`src/rtl/signal_switch_n_if.sv`:
```
// Stream and control bundle for the N-channel signal switch.
// The master side drives the samples and the channel requests. The slave side
// (the switch) drives back the routed sample and the status flags.
interface signal_switch_n_if #(
  parameter int DATA_WIDTH    = 16,
  parameter int CHANNEL_COUNT = 4,
  parameter int SEL_WIDTH     = 2
) ();
  logic [SEL_WIDTH-1:0]                sel_in;
  logic                                sel_load;
  logic                                blank_mode;
  logic [CHANNEL_COUNT*DATA_WIDTH-1:0] s_axis_tdata;
  logic                                s_axis_tvalid;
  logic [DATA_WIDTH-1:0]               m_axis_tdata;
  logic                                m_axis_tvalid;
  logic [SEL_WIDTH-1:0]                sel_active;
  logic                                busy;
  logic                                sel_error;

  modport master (
    output sel_in, sel_load, blank_mode, s_axis_tdata, s_axis_tvalid,
    input  m_axis_tdata, m_axis_tvalid, sel_active, busy, sel_error
  );

  modport slave (
    input  sel_in, sel_load, blank_mode, s_axis_tdata, s_axis_tvalid,
    output m_axis_tdata, m_axis_tvalid, sel_active, busy, sel_error
  );
endinterface

```
`src/rtl/signal_switch_n.sv`:
```
// N-channel glitch-free signal switch.
// Routes one of CHANNEL_COUNT signed sample streams onto a registered output.
// A channel change first passes through a blanking window of BLANK_BEATS valid
// samples. During that window the output is either held or forced to zero, so
// the downstream filters never see a step between two unrelated sources.
module signal_switch_n #(
  parameter int DATA_WIDTH    = 16,
  parameter int CHANNEL_COUNT = 4,
  parameter int SEL_WIDTH     = 2,
  parameter int BLANK_BEATS   = 8
) (
  input  logic             aclk,
  input  logic             areset,
  signal_switch_n_if.slave bus
);

  localparam int CNT_W = $clog2(BLANK_BEATS + 1);
  localparam int LIM_W = SEL_WIDTH + 1;
  localparam logic [CNT_W-1:0] LAST_BEAT = CNT_W'(BLANK_BEATS - 1);
  localparam logic [LIM_W-1:0] CH_LIMIT  = LIM_W'(CHANNEL_COUNT);

  typedef enum logic {
    PASS  = 1'b0,
    BLANK = 1'b1
  } state_t;

  state_t                state_q, state_d;
  logic [CNT_W-1:0]      count_q, count_d;
  logic [SEL_WIDTH-1:0]  pending_q, pending_d;
  logic [SEL_WIDTH-1:0]  active_q, active_d;
  logic [DATA_WIDTH-1:0] data_q, data_d;
  logic                  valid_q;
  logic                  error_q, error_d;

  logic                  selInRange;
  logic                  loadOk;
  logic [DATA_WIDTH-1:0] chanData;

  // Pick the sample of the currently routed channel out of the packed input bus
  always_comb begin
    chanData = '0;
    for (int k = 0; k < CHANNEL_COUNT; k++) begin
      if (active_q == SEL_WIDTH'(k)) begin
        chanData = bus.s_axis_tdata[k*DATA_WIDTH +: DATA_WIDTH];
      end
    end
  end

  assign selInRange = ({1'b0, bus.sel_in} < CH_LIMIT);
  assign loadOk     = bus.sel_load && selInRange;

  // Next-state logic: route in PASS, count blanked beats in BLANK; a reload restarts the window
  always_comb begin
    state_d   = state_q;
    count_d   = count_q;
    pending_d = pending_q;
    active_d  = active_q;
    data_d    = data_q;
    error_d   = error_q;

    if (bus.sel_load && !selInRange) begin
      error_d = 1'b1;
    end

    case (state_q)
      PASS: begin
        if (bus.s_axis_tvalid) begin
          data_d = chanData;
        end
        if (loadOk && (bus.sel_in != active_q)) begin
          pending_d = bus.sel_in;
          count_d   = '0;
          state_d   = BLANK;
        end
      end
      BLANK: begin
        if (bus.s_axis_tvalid) begin
          if (bus.blank_mode) begin
            data_d = '0;
          end
          count_d = count_q + CNT_W'(1);
        end
        if (loadOk) begin
          pending_d = bus.sel_in;
          count_d   = '0;
        end else if (bus.s_axis_tvalid && (count_q == LAST_BEAT)) begin
          active_d = pending_q;
          count_d  = '0;
          state_d  = PASS;
        end
      end
      default: begin
        state_d = PASS;
      end
    endcase
  end

  // State and output registers; reset returns to PASS on channel 0 and clears the sticky error
  always_ff @(posedge aclk) begin
    if (areset) begin
      state_q   <= PASS;
      count_q   <= '0;
      pending_q <= '0;
      active_q  <= '0;
      data_q    <= '0;
      valid_q   <= 1'b0;
      error_q   <= 1'b0;
    end else begin
      state_q   <= state_d;
      count_q   <= count_d;
      pending_q <= pending_d;
      active_q  <= active_d;
      data_q    <= data_d;
      valid_q   <= bus.s_axis_tvalid;
      error_q   <= error_d;
    end
  end

  assign bus.m_axis_tdata  = data_q;
  assign bus.m_axis_tvalid = valid_q;
  assign bus.sel_active    = active_q;
  assign bus.busy          = (state_q == BLANK);
  assign bus.sel_error     = error_q;

endmodule
```
`src/flat_wrapper.sv`:
```
// flat-port wrapper written by rule: the top's interface ports become plain ports
module signal_switch_n_flat 
#(
  parameter int DATA_WIDTH    = 16,
  parameter int CHANNEL_COUNT = 4,
  parameter int SEL_WIDTH     = 2,
  parameter int BLANK_BEATS   = 8
)
  (aclk, areset, bus_sel_in, bus_sel_load, bus_blank_mode, bus_s_axis_tdata, bus_s_axis_tvalid, bus_m_axis_tdata, bus_m_axis_tvalid, bus_sel_active, bus_busy, bus_sel_error);
  signal_switch_n_if #(.DATA_WIDTH(DATA_WIDTH), .CHANNEL_COUNT(CHANNEL_COUNT), .SEL_WIDTH(SEL_WIDTH)) bus_i ();
  input  logic aclk;
  input  logic areset;
  input wire logic [$bits(bus_i.sel_in)-1:0] bus_sel_in;
  input wire logic [$bits(bus_i.sel_load)-1:0] bus_sel_load;
  input wire logic [$bits(bus_i.blank_mode)-1:0] bus_blank_mode;
  input wire logic [$bits(bus_i.s_axis_tdata)-1:0] bus_s_axis_tdata;
  input wire logic [$bits(bus_i.s_axis_tvalid)-1:0] bus_s_axis_tvalid;
  output wire logic [$bits(bus_i.m_axis_tdata)-1:0] bus_m_axis_tdata;
  output wire logic [$bits(bus_i.m_axis_tvalid)-1:0] bus_m_axis_tvalid;
  output wire logic [$bits(bus_i.sel_active)-1:0] bus_sel_active;
  output wire logic [$bits(bus_i.busy)-1:0] bus_busy;
  output wire logic [$bits(bus_i.sel_error)-1:0] bus_sel_error;
  assign bus_i.sel_in = bus_sel_in;
  assign bus_i.sel_load = bus_sel_load;
  assign bus_i.blank_mode = bus_blank_mode;
  assign bus_i.s_axis_tdata = bus_s_axis_tdata;
  assign bus_i.s_axis_tvalid = bus_s_axis_tvalid;
  assign bus_m_axis_tdata = bus_i.m_axis_tdata;
  assign bus_m_axis_tvalid = bus_i.m_axis_tvalid;
  assign bus_sel_active = bus_i.sel_active;
  assign bus_busy = bus_i.busy;
  assign bus_sel_error = bus_i.sel_error;
  signal_switch_n #(.DATA_WIDTH(DATA_WIDTH), .CHANNEL_COUNT(CHANNEL_COUNT), .SEL_WIDTH(SEL_WIDTH), .BLANK_BEATS(BLANK_BEATS)) u_core (.aclk(aclk), .areset(areset), .bus(bus_i));
endmodule
```
`config.mk`:
```
export PLATFORM = sky130hd
export DESIGN_NAME = signal_switch_n_flat
export DESIGN_NICKNAME = d
export VERILOG_FILES = /design/src/rtl/signal_switch_n_if.sv /design/src/rtl/signal_switch_n.sv /design/src/flat_wrapper.sv
export SDC_FILE = /design/constraint.sdc
export NUM_CORES = 1
export LEC_CHECK = 0
export ABC_AREA = 0
export CAP_MARGIN = 10
export CORE_UTILIZATION = 38
export DETAILED_ROUTE_END_ITERATION = 7
export GPL_ROUTABILITY_DRIVEN = 1
export PLACE_DENSITY_LB_ADDON = 0.3
export SYNTH_ARGS = -nofsm -noshare
export SYNTH_HDL_FRONTEND = slang
export SYNTH_SLANG_ARGS = --single-unit
export TNS_END_PERCENT = 1
```
`constraint.sdc`:
```
create_clock -name aclk -period 1.5 [get_ports aclk]
set_input_delay 0.15 -clock aclk [delete_from_list [all_inputs] [get_ports aclk]]
set_output_delay 0.15 -clock aclk [all_outputs]
set_load 0.01 [all_outputs]
```
Word-level counts from Yosys, hierarchy flattened. Index checks and enable logic that the tools add are counted.

Flip-flop bits (word level): 26. Input bits: 71. Output and inout bits: 21.

Add/sub/neg operators: 1. Eq/ne operators: 11. Multiplexer cells: 20. Bitwise operators: 2. Reductions and logical operators: 7.

Operators by type and width (number): 16-bit 2-to-1 mux (7); 16-bit case mux with 2 select lines (1); 4-bit 2-to-1 mux (4); 2-bit != test (second input constant) (4); 4-bit case mux with 2 select lines (1); 3-bit AND reduction (2); 4-bit by 1-bit adder with 4-bit output (second input constant) (1); 2-bit == test (second input constant) (2); 4-bit by 3-bit == test with 1-bit output (second input constant) (1); 2-bit 2-to-1 mux (2); 4-bit != test (second input constant) (1); 2-bit case mux with 2 select lines (1); 2-bit AND reduction (2); 1-bit 2-to-1 mux (3); 2-bit by 1-bit == test with 1-bit output (second input constant) (1); 1-bit logical AND (2); 2-bit zero test (1); 2-bit by 1-bit != test with 1-bit output (second input constant) (1); 2-bit != test (1); 1-bit inverter (2); 1-bit case mux with 2 select lines (1).

Logic depth before layout (Yosys ltp).
Depth in word-level cells: 7. Mapped depth: 6. Gate-level depth less buffers: 4.

Least setup slack after synthesis. No wires, ideal clock.

Path kind: flip-flop to flip-flop. Start point: register u_core.active_q[0], in the netlist u_core.bus.sel_active[0]. End point: register u_core.data_q[6], in the netlist u_core.bus.m_axis_tdata[6]. Library setup time: 0.132 ns. Arrival: 1.210 ns. Data required time: 1.368 ns. Path slack: 0.158 ns. Cell stages (with the launch flop): 5. Buffers on the path: 1. Period minus slack after synthesis: 1.342 ns. Path through: dfxtp_1 -> buf_6 -> mux4_2 -> nand2_1 -> a21oi_1.

Longest elaborated chain between the ends: 7. Elaborated cells on any way between the ends: 10.

Ends and longest elaborated chain: start: declaration (RTL line signal_switch_n.sv:30) `logic [SEL_WIDTH-1:0] active_q, active_d;`; start signal: assignment (RTL line signal_switch_n.sv:112) `active_q <= active_d;`; 2-bit zero test (RTL line signal_switch_n.sv:43) `if (active_q == SEL_WIDTH'(k)) begin`; 16-bit 2-to-1 mux (3 in a row) (RTL line signal_switch_n.sv:43); 16-bit 2-to-1 mux * (RTL line signal_switch_n.sv:43); 16-bit 2-to-1 mux * (RTL line signal_switch_n.sv:67) `if (bus.s_axis_tvalid) begin`; 16-bit case mux with 2 select lines * (RTL line signal_switch_n.sv:65) `case (state_q)`; end signal: assignment (RTL line signal_switch_n.sv:113) `data_q <= data_d;`; end: declaration (RTL line signal_switch_n.sv:31) `logic [DATA_WIDTH-1:0] data_q, data_d;`.

Every way passes the cells marked *; elsewhere a longest branch is shown, timed or not. The select of a mux whose other input is x is not followed. A chain may end at the register's enable or synchronous reset.

Final worst setup path.
Start point: register u_core.active_q[1], in the netlist u_core.bus.sel_active[1]. End point: output port bus_sel_active[1].

RTL lines: end: declaration (RTL line flat_wrapper.sv:20) `output wire logic [$bits(bus_i.sel_active)-1:0] bus_sel_active;`.

No word-level cell between the ends.

==> flow_metrics.tcl <==
set metrics [dict create \
    multi_input_area_sq_um 967 \
    leakage_nw 0.936 \
    clkTransAtPathRegs_ns 0.09 \
    fin_skew_ns 0.00487 \
    dp_cells 291 \
    cts_root_buffer "clkbuf_8" \
    vias 1532 \
    avgSynthCellArea_sq_um 10.3 \
    worstPathMaxFanout 5 \
    die-area_sq_um 4430 \
    io_pins 92 \
    die_h_um 66.6 \
    fmax_mhz 694 \
    grt_pass1_wl_um 7280 \
    clk_latency_ns 0.27 \
    hold_buffers 0 \
    final_common_cell "clkdlybuf4s50_1" \
    cts_buffers 3 \
    cpPeakStageDelay_ns 0.58 \
    gp_congestion 0.829 \
    ys_warn_count 0 \
    wl_per_cell_um 15.9 \
    path_buf_inv 1 \
    area_growth_pct 66.2 \
    clockBufferDepth 2 \
    grtUsageTotal 0.217 \
    dp_hpwl_um 3630 \
    antenna_found_initial 0 \
    initial_core_util 0.396 \
    stdcell_count 295 \
    rsz0062_at_grt "no" \
    hold_viol 0 \
    numPortBuffers 90 \
    cap_violations 0 \
    synth_top_area_frac 0.328 \
    postRouteAntennaNets 0 \
    wl_um 4690 \
    post-synth-top-area-cell "dfxtp_1" \
    placementRows 23 \
    syn_nets 226 \
    grt_max_degree 30 \
    pwr_density_cell_nw_per_um2 667 \
    drc 0 \
    critPathLaunchType "flip-flop" \
    crit_chain "clkdlybuf4s50_1" \
    cts_sinks 26 \
    synthDistinctLibCells 35 \
    drt_first_iter_violations 85 \
    ir_drop_mv 0.436 \
    grt_pass1_vias 1516 \
    grt_overflow_total 0 \
    cp.arrival_ns 1.29 \
    final-setup-viol-count 0 \
    power_w 0.00176 \
    hold_path_class "reg -> reg" \
    final_cell_mix "89 x clkdlybuf4s50_1, 24 x dfxtp_1, 19 x a21oi_1" \
    layout-drive-gt1-share 0.155 \
    syn-cell-area_sq_um 1590 \
    final_core_util 0.659 \
    slew_violations 0 \
    fp.dieW_um 66.6 \
    path_class "reg -> out" \
    finalCritPeriodShare 0.961 \
    outcome "complete, no violations" \
    cts_max_level 1 \
    yosysSeqAreaShare 0.328 \
    first_pass_iters 4 \
    cts_tree "done" \
    fp.coreArea_sq_um 4000 \
    worstPathRequired_ns 1.35 \
    syn_inst 154 \
    synth_area_leaders "dfxtp_1 33%, mux4_2 23%, a21oi_1 6.0%, o21ai_0 5.7%, nand2_1 4.3%" \
    num_antenna_cells 0 \
    layout.nets 318 \
    tns_ns 0 \
    synth_seq_cells 26 \
    viasPerCell 5.19 \
    critical_path.endpoint_type "primary output" \
    min_period_ns 1.44 \
    cp_slowest_cell "clkdlybuf4s50_1" \
    crit_family "buffers and inverters" \
    regArea_sq_um 523 \
    fillers 349 \
]
registers in the layout (all words and copies together), names as in the netlist:
| register | flops |
|---|---|
| u_core.bus.m_axis_tdata | 16 |
| u_core.bus.sel_active | 2 |
| u_core.count_q | 4 |
| u_core.bus.m_axis_tvalid | 1 |
| u_core.bus.busy | 1 |
| u_core.pending_q | 2 |
cell families after synthesis:
group / after synthesis / synth area share
other cells: 1 / 0.00237
compound gates: 48 / 0.186
mux: 18 / 0.240
fa+ha+maj: 1 / 0.00789
xor+xnor: 2 / 0.0347
simple gates: 42 / 0.139
flops: 26 / 0.328
buf+inv: 16 / 0.0616
routing by layer:
metal,up-vias,part of all wire,GRT usage,routed length [um]
met5,-,0,0,0
met4,0,0.0083,0.0559,39
met3,4,0.066,0.0462,311
met2,51,0.52,0.389,2440
met1,722,0.40,0.260,1900
li1,755,-,-,-
cell type report:
class	instances	area share
tap	50	0.0237
clock buffer	3	0.0157
sequential	26	0.198
multi-input combinational	112	0.367
clock inverter	1	0.0114
inverter	3	0.00427
timing repair buffer	100	0.379
Yosys cell counts, drive strengths merged:
cell type  count
dfxtp         26
a21oi         19
o21ai         19
nand2         18
mux4          16
buf           10
nand2b         7
a31oi          4
nand3          4
and2b          3
clkbuf         3
inv            3
nor2           3
a311oi         2
mux2i          2
nand3b         2
nand4b         2
xnor2          2
a21o           1
a2bb2oi        1
a41oi          1
and3           1
and4b          1
conb           1
ha             1
nand4          1
o21ba          1
stage by stage:
step | cell area [sq um] | setup WS (ns) | hold slack [ns]
6_report | 2640 | 0.0590 | 0.476
3_5_place_dp | 2560 | 0.00878 | 0.467
3_3_place_gp | 2560 | 0.0821 | 0.459
2_1_floorplan | 1590 | 0.158 | 0.306
5_1_grt | 2640 | 0.0252 | 0.497
4_1_cts | 2640 | 0.0485 | 0.481
worst paths after layout:
| path | start | endpoint | slack, ns | depth (start not counted) |
|---|---|---|---|---|
| worst max-delay path | u_core.bus.sel_active[1] | bus_sel_active[1] | 0.06 | 1 |
| worst max register to register | u_core.bus.sel_active[0] | u_core.bus.m_axis_tdata[2] | 0.15 | 4 |
| worst min-delay path | u_core.bus.m_axis_tdata[4] | u_core.bus.m_axis_tdata[4] | 0.48 | 2 |
| worst min register to register | u_core.bus.m_axis_tdata[4] | u_core.bus.m_axis_tdata[4] | 0.48 | 2 |
timing repair:
action | 4_1_cts | 5_1_grt
setup endpoints to repair | 3 | 0
resized for setup | 3 | 0
buffers inserted | 0 | 0
where the power goes:
group	leakage (nW)	total [W]	internal, W	switching, W
Sequential	0.214	0.000743	0.000723	0.0000197
Combinational	0.686	0.000435	0.000290	0.000146
Clock	0.0357	0.000580	0.000357	0.000222
Total	0.936	0.00176	0.00137	0.000388
(Power assumes the default switching activity.)
